==> src/rtl/lfsr_rng_arbiter.sv <==
// Round-robin arbiter sharing one Fibonacci LFSR among NREQ requesters.
// Ports: clk, rst_n, entropy, req/ack/data, seed_valid/seed, busy, lockup.
module lfsr_rng_arbiter #(
  parameter int NREQ = 4,
  parameter int WIDTH = 16,
  parameter int OUT_WIDTH = 8,
  parameter logic [WIDTH-1:0] INIT_VALUE = 16'hACE1,
  parameter logic [WIDTH-1:0] FEEDBACK = 16'h002D
) (
  input  logic                 clk,
  input  logic                 rst_n,
  input  logic                 entropy,
  input  logic [NREQ-1:0]      req,
  output logic [NREQ-1:0]      ack,
  output logic [OUT_WIDTH-1:0] data,
  input  logic                 seed_valid,
  input  logic [WIDTH-1:0]     seed,
  output logic                 busy,
  output logic                 lockup
);

  localparam int IW = $clog2(NREQ);
  localparam int CW = (OUT_WIDTH > 1) ? $clog2(OUT_WIDTH) : 1;
  localparam logic [CW-1:0] CNT_INIT = CW'(OUT_WIDTH - 1);

  typedef enum logic [1:0] {
    IDLE,
    FILL,
    DELIVER
  } state_e;

  state_e               state_q;
  logic [WIDTH-1:0]     sr_q, sr_d;
  logic                 lockup_q, lockup_d;
  logic [CW-1:0]        cnt_q;
  logic [IW-1:0]        ptr_q;
  logic [IW-1:0]        gidx_q;
  logic [NREQ-1:0]      ack_q;
  logic [OUT_WIDTH-1:0] data_q;
  logic                 busy_q;

  logic                 fb;
  logic [WIDTH-1:0]     seed_fix;
  logic                 gnt_ok;
  logic [IW-1:0]        gnt_idx;
  int                   j;

  assign fb = entropy ^ (^(sr_q & FEEDBACK));
  // A zero seed would lock the LFSR, so it maps to the init state.
  assign seed_fix = (seed == '0) ? INIT_VALUE : seed;

  // Seed beats lockup repair, which beats the normal FILL shift.
  always_comb begin
    sr_d = sr_q;
    lockup_d = 1'b0;
    if (seed_valid) begin
      sr_d = seed_fix;
    end else if (sr_q == '0) begin
      sr_d = INIT_VALUE;
      lockup_d = 1'b1;
    end else if (state_q == FILL) begin
      sr_d = {fb, sr_q[WIDTH-1:1]};
    end
  end

  // First set request after the pointer, wrapping.
  always_comb begin
    gnt_ok = 1'b0;
    gnt_idx = '0;
    j = 0;
    for (int k = 1; k <= NREQ; k++) begin
      j = int'(ptr_q) + k;
      if (j >= NREQ) j = j - NREQ;
      if (!gnt_ok && req[j]) begin
        gnt_ok = 1'b1;
        gnt_idx = IW'(j);
      end
    end
  end

  always_ff @(posedge clk or negedge rst_n) begin
    if (!rst_n) begin
      state_q  <= IDLE;
      sr_q     <= INIT_VALUE;
      lockup_q <= 1'b0;
      cnt_q    <= '0;
      ptr_q    <= IW'(NREQ - 1);
      gidx_q   <= '0;
      ack_q    <= '0;
      data_q   <= '0;
      busy_q   <= 1'b0;
    end else begin
      sr_q     <= sr_d;
      lockup_q <= lockup_d;
      ack_q    <= '0;
      unique case (state_q)
        IDLE: begin
          if (gnt_ok) begin
            gidx_q  <= gnt_idx;
            ptr_q   <= gnt_idx;
            cnt_q   <= CNT_INIT;
            state_q <= FILL;
            busy_q  <= 1'b1;
          end
        end
        FILL: begin
          if (seed_valid) begin
            cnt_q <= CNT_INIT;
          end else if (cnt_q == '0) begin
            state_q <= DELIVER;
          end else begin
            cnt_q <= cnt_q - 1'b1;
          end
        end
        DELIVER: begin
          ack_q   <= NREQ'(1) << gidx_q;
          data_q  <= sr_q[WIDTH-1 -: OUT_WIDTH];
          state_q <= IDLE;
          busy_q  <= 1'b0;
        end
        default: begin
          state_q <= IDLE;
        end
      endcase
    end
  end

  assign ack    = ack_q;
  assign data   = data_q;
  assign busy   = busy_q;
  assign lockup = lockup_q;

endmodule

==> config.mk <==
export PLATFORM = sky130hd
export DESIGN_NAME = lfsr_rng_arbiter
export DESIGN_NICKNAME = d
export VERILOG_FILES = /design/src/rtl/lfsr_rng_arbiter.sv
export SDC_FILE = /design/constraint.sdc
export NUM_CORES = 1
export LEC_CHECK = 0
export ABC_AREA = 1
export CAP_MARGIN = 20
export CORE_MARGIN = 2
export CORE_UTILIZATION = 53
export CTS_BUF_LIST = sky130_fd_sc_hd__clkbuf_8 sky130_fd_sc_hd__clkbuf_16
export DETAILED_ROUTE_END_ITERATION = 10
export PLACE_DENSITY = 0.8
export SYNTH_ARGS = -nofsm -noshare
export SYNTH_HDL_FRONTEND = slang
export SYNTH_SLANG_ARGS = --single-unit
export TNS_END_PERCENT = 50
==> constraint.sdc <==
create_clock -name clk -period 2.09 [get_ports clk]
set_clock_uncertainty 0.2 [all_clocks]
set_input_delay 0.3135 -clock clk [delete_from_list [all_inputs] [get_ports clk]]
set_output_delay 0.3135 -clock clk [all_outputs]
set_load 0.005 [all_outputs]
==> impl_results.md, run 1 <==
- Outcome: finished clean
- CTS tree: built
- Filler instances: 344
- Power Total: 3060 uW
- Final hold violations: 0
- Die Y: 68.3 um
- GR peak layer: met2
- Syn nets: 316
- # DRC: 0
- Worst Setup Start Kind: register
- Worst skew pair latency: 0.29 ns
- P_int: 1860 uW
- Routed vias: 1990
- CTS H-tree depth: 2
- Fmax achieved: 547 MHz
- Crit path from: ptr_q[1]
- I/O pins: 38
- Clock buffer depth: 2
- Largest area contributor in the netlist: dfrtp_1
- Synthesized area: 2190 um2
- Largest net degree at the start of global routing: 40
- Top cell type's share of synthesized area: 33.1%
- Clock power frac: 18.5%
- Post-Route WL: 4520 um
- Wire length per cell: 11.8 um
- Post-route ant nets: 0
- Hold crit path type: register to register
- FF-to-FF End: cnt_q[2]
- Initial antenna violation count: 0
- Diode count: 0
- Core Area: 4000 um2
- Setup TNS Final: 0 ns
- Synth Area per Inst: 7.58 um2
- Mux share of post-synthesis cell area: 0%
- Yosys cell types: 26
- Ys Warns: 0
- Root Driver: clkbuf_8
- Post-Synthesis Cells: 289
- Number of max-cap violations: 0
- Nets: 358
- Critical Path AT: 1.82 ns
- Share of cells above drive strength 1: 13.9%
- Largest family of logic cells by synthesized area: simple AND/OR/NAND/NOR gates
- Seq cells post-synth: 39
- Adder-cell share of the synthesized area: 1.71%
- Slew Limit Fails: 0
- Final non-filler cell total: 382
- Worst R2R Path Depth: 11
- Global-route wire length before repair: 7690 um
- Net Sw Frac: 39.2%
- Post-DP HPWL: 3390 um
- Gr ovfl total: 0
- Tcrit/Tclk final: 87.5%
- Sequential Power Share: 38.0%
- Die X-Extent: 68.3 um
- Clock sinks: 39
- Grt met1 use: 30.0%
- RSZ-0062 raised after global routing: false
- # setup viols final: 0
- Vias in the first global route: 1812
- Slew headroom: 68.4%
- Setup crit end kind: register
- Net switching power: 1200 uW
- Row count: 23
- Synth Area in XOR/XNOR: 1.20%
- Global Route met2 Usage: 34.2%
- WP data required: 2.08 ns
- Crit path to: cnt_q[2]
- TritonCTS buffer count: 5
- Setup slack, reg-to-reg: 0.26 ns
- DP Cell Count: 372
- Crit-path max FO: 10
- Synth Area in Simple Gates: 33.6%
- Critical path class: register to register
- Compound-cell area share of the yosys netlist: 9.19%
- Clk slew on worst S/H paths: 0.08 ns
- I/O Buffers: 37
- Met3 usage: 5.10%
- Total Routing Usage GR: 21.9%
- Peak supply drop: 0.670 mV
- Final Wtd Congestion: 0.877
- Layout area overhead: 24.8%
- Seq/Total Area, Yosys: 45.1%
- PwrDens: 1120 nW/um2
- Worst-Margin Slew: 0.474 ns
- DR iter-0 viols: 137
- Final min period: 1.83 ns
- Die area: 4660 um2
- Combinational group share of total power: 43.5%
- Synth top area cells: dfrtp_1, nand2_1, dfstp_2
- Avg Vias per Cell: 5.21
- R2R Path Start: ptr_q[1]
- Drt pass-1 iters: 4
- Initial Utilization: 54.8%
- Static leakage: 0.00136 uW
-- metrics by stage --
step	hold slack [ns]	setup slack, ns	cell area, um2	util, %
6_report	0.281	0.261	2740	68.4
5_1_grt	0.303	0.0835	2740	68.4
4_1_cts	0.282	0.171	2730	68.1
3_5_place_dp	0.194	0.122	2610	65.3
3_3_place_gp	0.185	0.143	2610	65.3
2_1_floorplan	-0.182	0.362	2190	-
-- kinds of logic after synthesis --
group	count (synthesis)
xor+xnor	3
fa+ha+maj	3
flops	39
simple gates	156
compound gates	38
buf+inv	50
-- how the worst min path moves through the flow --
stage | startpoint | endpoint | slack, ns | depth (start not counted)
after detailed placement | rst_n | ack[2] | 0.19 | 2
final | gidx_q[1] | ack[1] | 0.28 | 1
after floorplan | rst_n | ack[0] | -0.18 | 0
after global placement | rst_n | ack[0] | 0.19 | 2
after CTS | gidx_q[1] | ack[1] | 0.28 | 1
after global routing | gidx_q[1] | ack[1] | 0.30 | 1
-- power by group through the flow --
stage	clock (uW)	sequential, uW	combinational [uW]
CTS	573	1180	1310
floorplan	0	1140	1010
detailed placement	0	1190	1300
global route	602	1190	1530
finish	564	1160	1330
global placement	0	1190	1270
-- worst max-delay path, stage by stage (launching register included) --
cell and delay, ns:
dfstp_2 0.62, inv_2 0.10, nand2_2 0.09, nand2_4 0.06
nand2_4 0.07, nand2_4 0.06, nor2_4 0.10, nand3_2 0.09
nand2_4 0.15, nand2_4 0.07, nand2_1 0.07, nand2_1 0.04
-- per-layer routing --
layer	vias up	wire, um	part of all wire, %
met4	0	77	1.7
met1	913	2110	47
met5	-	0	0
met2	60	2100	47
met3	8	225	5.0
li1	1009	-	-
-- registers in the layout (all words and copies together) (netlist names) --
register,flops
ack,4
busy,1
cnt_q,3
data,8
gidx_q,2
lockup,1
ptr_q,2
sr_q,16
state_q,2
-- Yosys cell counts, drive strengths merged --
| cell type | count |
|---|---|
| a21boi | 1 |
| a21oi | 1 |
| buf | 4 |
| clkbuf | 5 |
| dfrtp | 29 |
| dfstp | 10 |
| ha | 3 |
| inv | 41 |
| nand2 | 90 |
| nand3 | 29 |
| nand4 | 8 |
| nor2 | 20 |
| nor3 | 7 |
| nor4 | 2 |
| o21ai | 33 |
| o21bai | 1 |
| o22ai | 2 |
| xnor2 | 3 |
-- final cells by class --
class | count | area (um2) | share of cell area, %
well taps | 50 | 62.6 | 2.29
repair buffers | 44 | 420 | 15.4
flip-flops and latches | 39 | 988 | 36.1
clock buffers | 7 | 96.3 | 3.52
multi-input cells | 200 | 1000 | 36.7
clock inverters | 1 | 7.51 | 0.274
inverters | 41 | 156 | 5.72
-- layout by cell type, fill, tap and decap left out, types with 2 or more instances in the layout --
cell type and instances:
o22ai_1 2, clkdlybuf4s50_1 36, nor2_1 19, buf_4 6
inv_1 38, nand2_1 76, nor3_1 7, nand3_1 27
dfstp_2 10, clkbuf_8 7, nand2_2 8, xnor2_1 3
nand2_4 6, o21ai_0 32, ha_1 3, inv_2 2
nor4_1 2, dfrtp_1 29, nand4_1 8, nand3_2 2
-- repair_timing --
action                     4_1_cts  5_1_grt
setup buffers                    0        1
setup endpoints to repair        0        2
hold endpoints to repair        29        0
resized for setup                0        1
hold buffers                     1        0
No activity file was read; power rests on OpenSTA's default activity.
==> run 2: changes to the inputs <==
--- a/config.mk
+++ b/config.mk
@@ -7,11 +7,11 @@
 export LEC_CHECK = 0
 export ABC_AREA = 1
 export CAP_MARGIN = 20
-export CORE_MARGIN = 2
-export CORE_UTILIZATION = 53
+export CORE_MARGIN = 1.5
+export CORE_UTILIZATION = 30
 export CTS_BUF_LIST = sky130_fd_sc_hd__clkbuf_8 sky130_fd_sc_hd__clkbuf_16
 export DETAILED_ROUTE_END_ITERATION = 10
-export PLACE_DENSITY = 0.8
+export RECOVER_POWER = 100
 export SYNTH_ARGS = -nofsm -noshare
 export SYNTH_HDL_FRONTEND = slang
 export SYNTH_SLANG_ARGS = --single-unit
==> run 2 against run 1 <==
Net effect:
- worst setup slack worse by 0.098 ns
- combinational power is 3% lower
- first-iteration DRC count is 5.8% lower
- total power is 3.2% lower
- utilization is 28 points lower
- sequential power hardly changed
- critical path depth stayed put
- worst hold slack worse by 0.0044 ns
==> impl_results.md, run 2 (same netlist as run 1, synthesis figures left out) <==
- Hold crit path type: register to register
- I/O pins: 38
- # setup viols final: 0
- Clk slew on worst S/H paths: 0.07 ns
- Core Area: 6940 um2
- Initial antenna violation count: 0
- Worst-Margin Slew: 0.930 ns
- Number of max-cap violations: 0
- Root Driver: clkbuf_8
- Drt pass-1 iters: 4
- CTS H-tree depth: 2
- Crit-path max FO: 10
- Layout area overhead: 26.5%
- Avg Vias per Cell: 4.60
- Total Routing Usage GR: 13.0%
- Post-DP HPWL: 3500 um
- Peak supply drop: 0.298 mV
- Commonest non-fill, non-tap cell in the layout: nand2_1
- Gr ovfl total: 0
- Number of flip-flops in the largest register: 16
- Critical Path AT: 1.91 ns
- CTS tree: built
- Final min period: 1.93 ns
- Final Wtd Congestion: 0.850
- # DRC: 0
- Biggest register: sr_q
- Tcrit/Tclk final: 92.2%
- Static leakage: 0.00138 uW
- Post-route ant nets: 0
- Clock buffer depth: 2
- RSZ-0062 raised after global routing: false
- Fmax achieved: 519 MHz
- PwrDens: 1070 nW/um2
- Commonest cells after routing, fill and taps aside: nand2_1, inv_1, o21ai_0
- Vias in the first global route: 1723
- Share of cells above drive strength 1: 12.7%
- WP data required: 2.07 ns
- DR iter-0 viols: 129
- Register Area: 988 um2
- Multi-input logic area: 998 um2
- Die X-Extent: 88.5 um
- Critical path class: register to register
- Post-Route WL: 4620 um
- Outcome: finished clean
- Wire length per cell: 10.8 um
- Setup TNS Final: 0 ns
- Die Y: 88.5 um
- Final hold violations: 0
- Worst Setup Start Kind: register
- DP Cell Count: 418
- TritonCTS buffer count: 5
- Filler instances: 707
- Setup crit end kind: register
- Clock sinks: 39
- Routed vias: 1965
- Worst skew pair latency: 0.30 ns
- Nets: 357
- I/O Buffers: 37
- Slew headroom: 38.0%
- Global-route wire length before repair: 8000 um
- Initial Utilization: 31.5%
- Final non-filler cell total: 427
- Diode count: 0
- Row count: 30
- Largest net degree at the start of global routing: 40
- Slew Limit Fails: 0
- Die area: 7820 um2
-- run 2: area by class of cell --
type	count	area share [%]
inverters	41	5.64
repair buffers	43	15.3
flip-flops and latches	39	35.7
multi-input cells	200	36.0
clock buffers	5	2.48
well taps	96	4.33
clock inverters	3	0.587
-- run 2: worst max-delay path, stage by stage (launching register included) --
cell	delay, ns
dfstp_2	0.66
inv_4	0.09
nand2_1	0.07
nand2_1	0.10
inv_1	0.11
nand2_1	0.06
o21ai_2	0.08
nand3_2	0.12
nand2_4	0.14
nand2_4	0.07
nand2_1	0.07
nand2_1	0.05
-- run 2: timing repair --
action                                  4_1_cts  5_1_grt
setup buffers                                 0        0
endpoints found under the setup margin        0        2
hold buffers                                  1        0
hold endpoints to repair                     29        0
resized for setup                             0        1
-- run 2: worst paths after layout --
path,startpoint,to,slack [ns],depth (start not counted)
min reg2reg,data[7],data[7],0.28,2
max in group asynchronous,rst_n,gidx_q[0],0.54,3
min,data[7],data[7],0.28,2
max reg2reg,ptr_q[0],cnt_q[0],0.16,11
max,ptr_q[0],cnt_q[0],0.16,11
min in group asynchronous,rst_n,data[0],0.57,3
-- run 2: per-layer routing --
layer,wire (um),vias to the layer above,track usage [%]
met5,0,-,0
li1,-,1014,-
met4,90,0,5.40
met1,2270,905,18.8
met3,164,7,2.71
met2,2100,39,18.9
-- run 2: per-stage QoR --
| step | total power, uW | area [um2] | worst slack [ns] | hold WS, ns | utilization, % |
|---|---|---|---|---|---|
| after floorplan | 2150 | 2190 | 0.362 | -0.182 | - |
| after global placement | 2490 | 2680 | 0.140 | 0.194 | 38.6 |
| after detailed placement | 2510 | 2680 | 0.118 | 0.194 | 38.6 |
| after CTS | 3020 | 2780 | 0.158 | 0.291 | 40.0 |
| after global routing | 3250 | 2770 | 0.00958 | 0.306 | 39.9 |
| final | 2960 | 2770 | 0.162 | 0.277 | 39.9 |
-- run 2: report_power, final --
part           leakage [uW]  switching (uW)  internal, uW
combinational      0.000874             778           514
clock             0.0000453             266           228
sequential         0.000465             158          1020
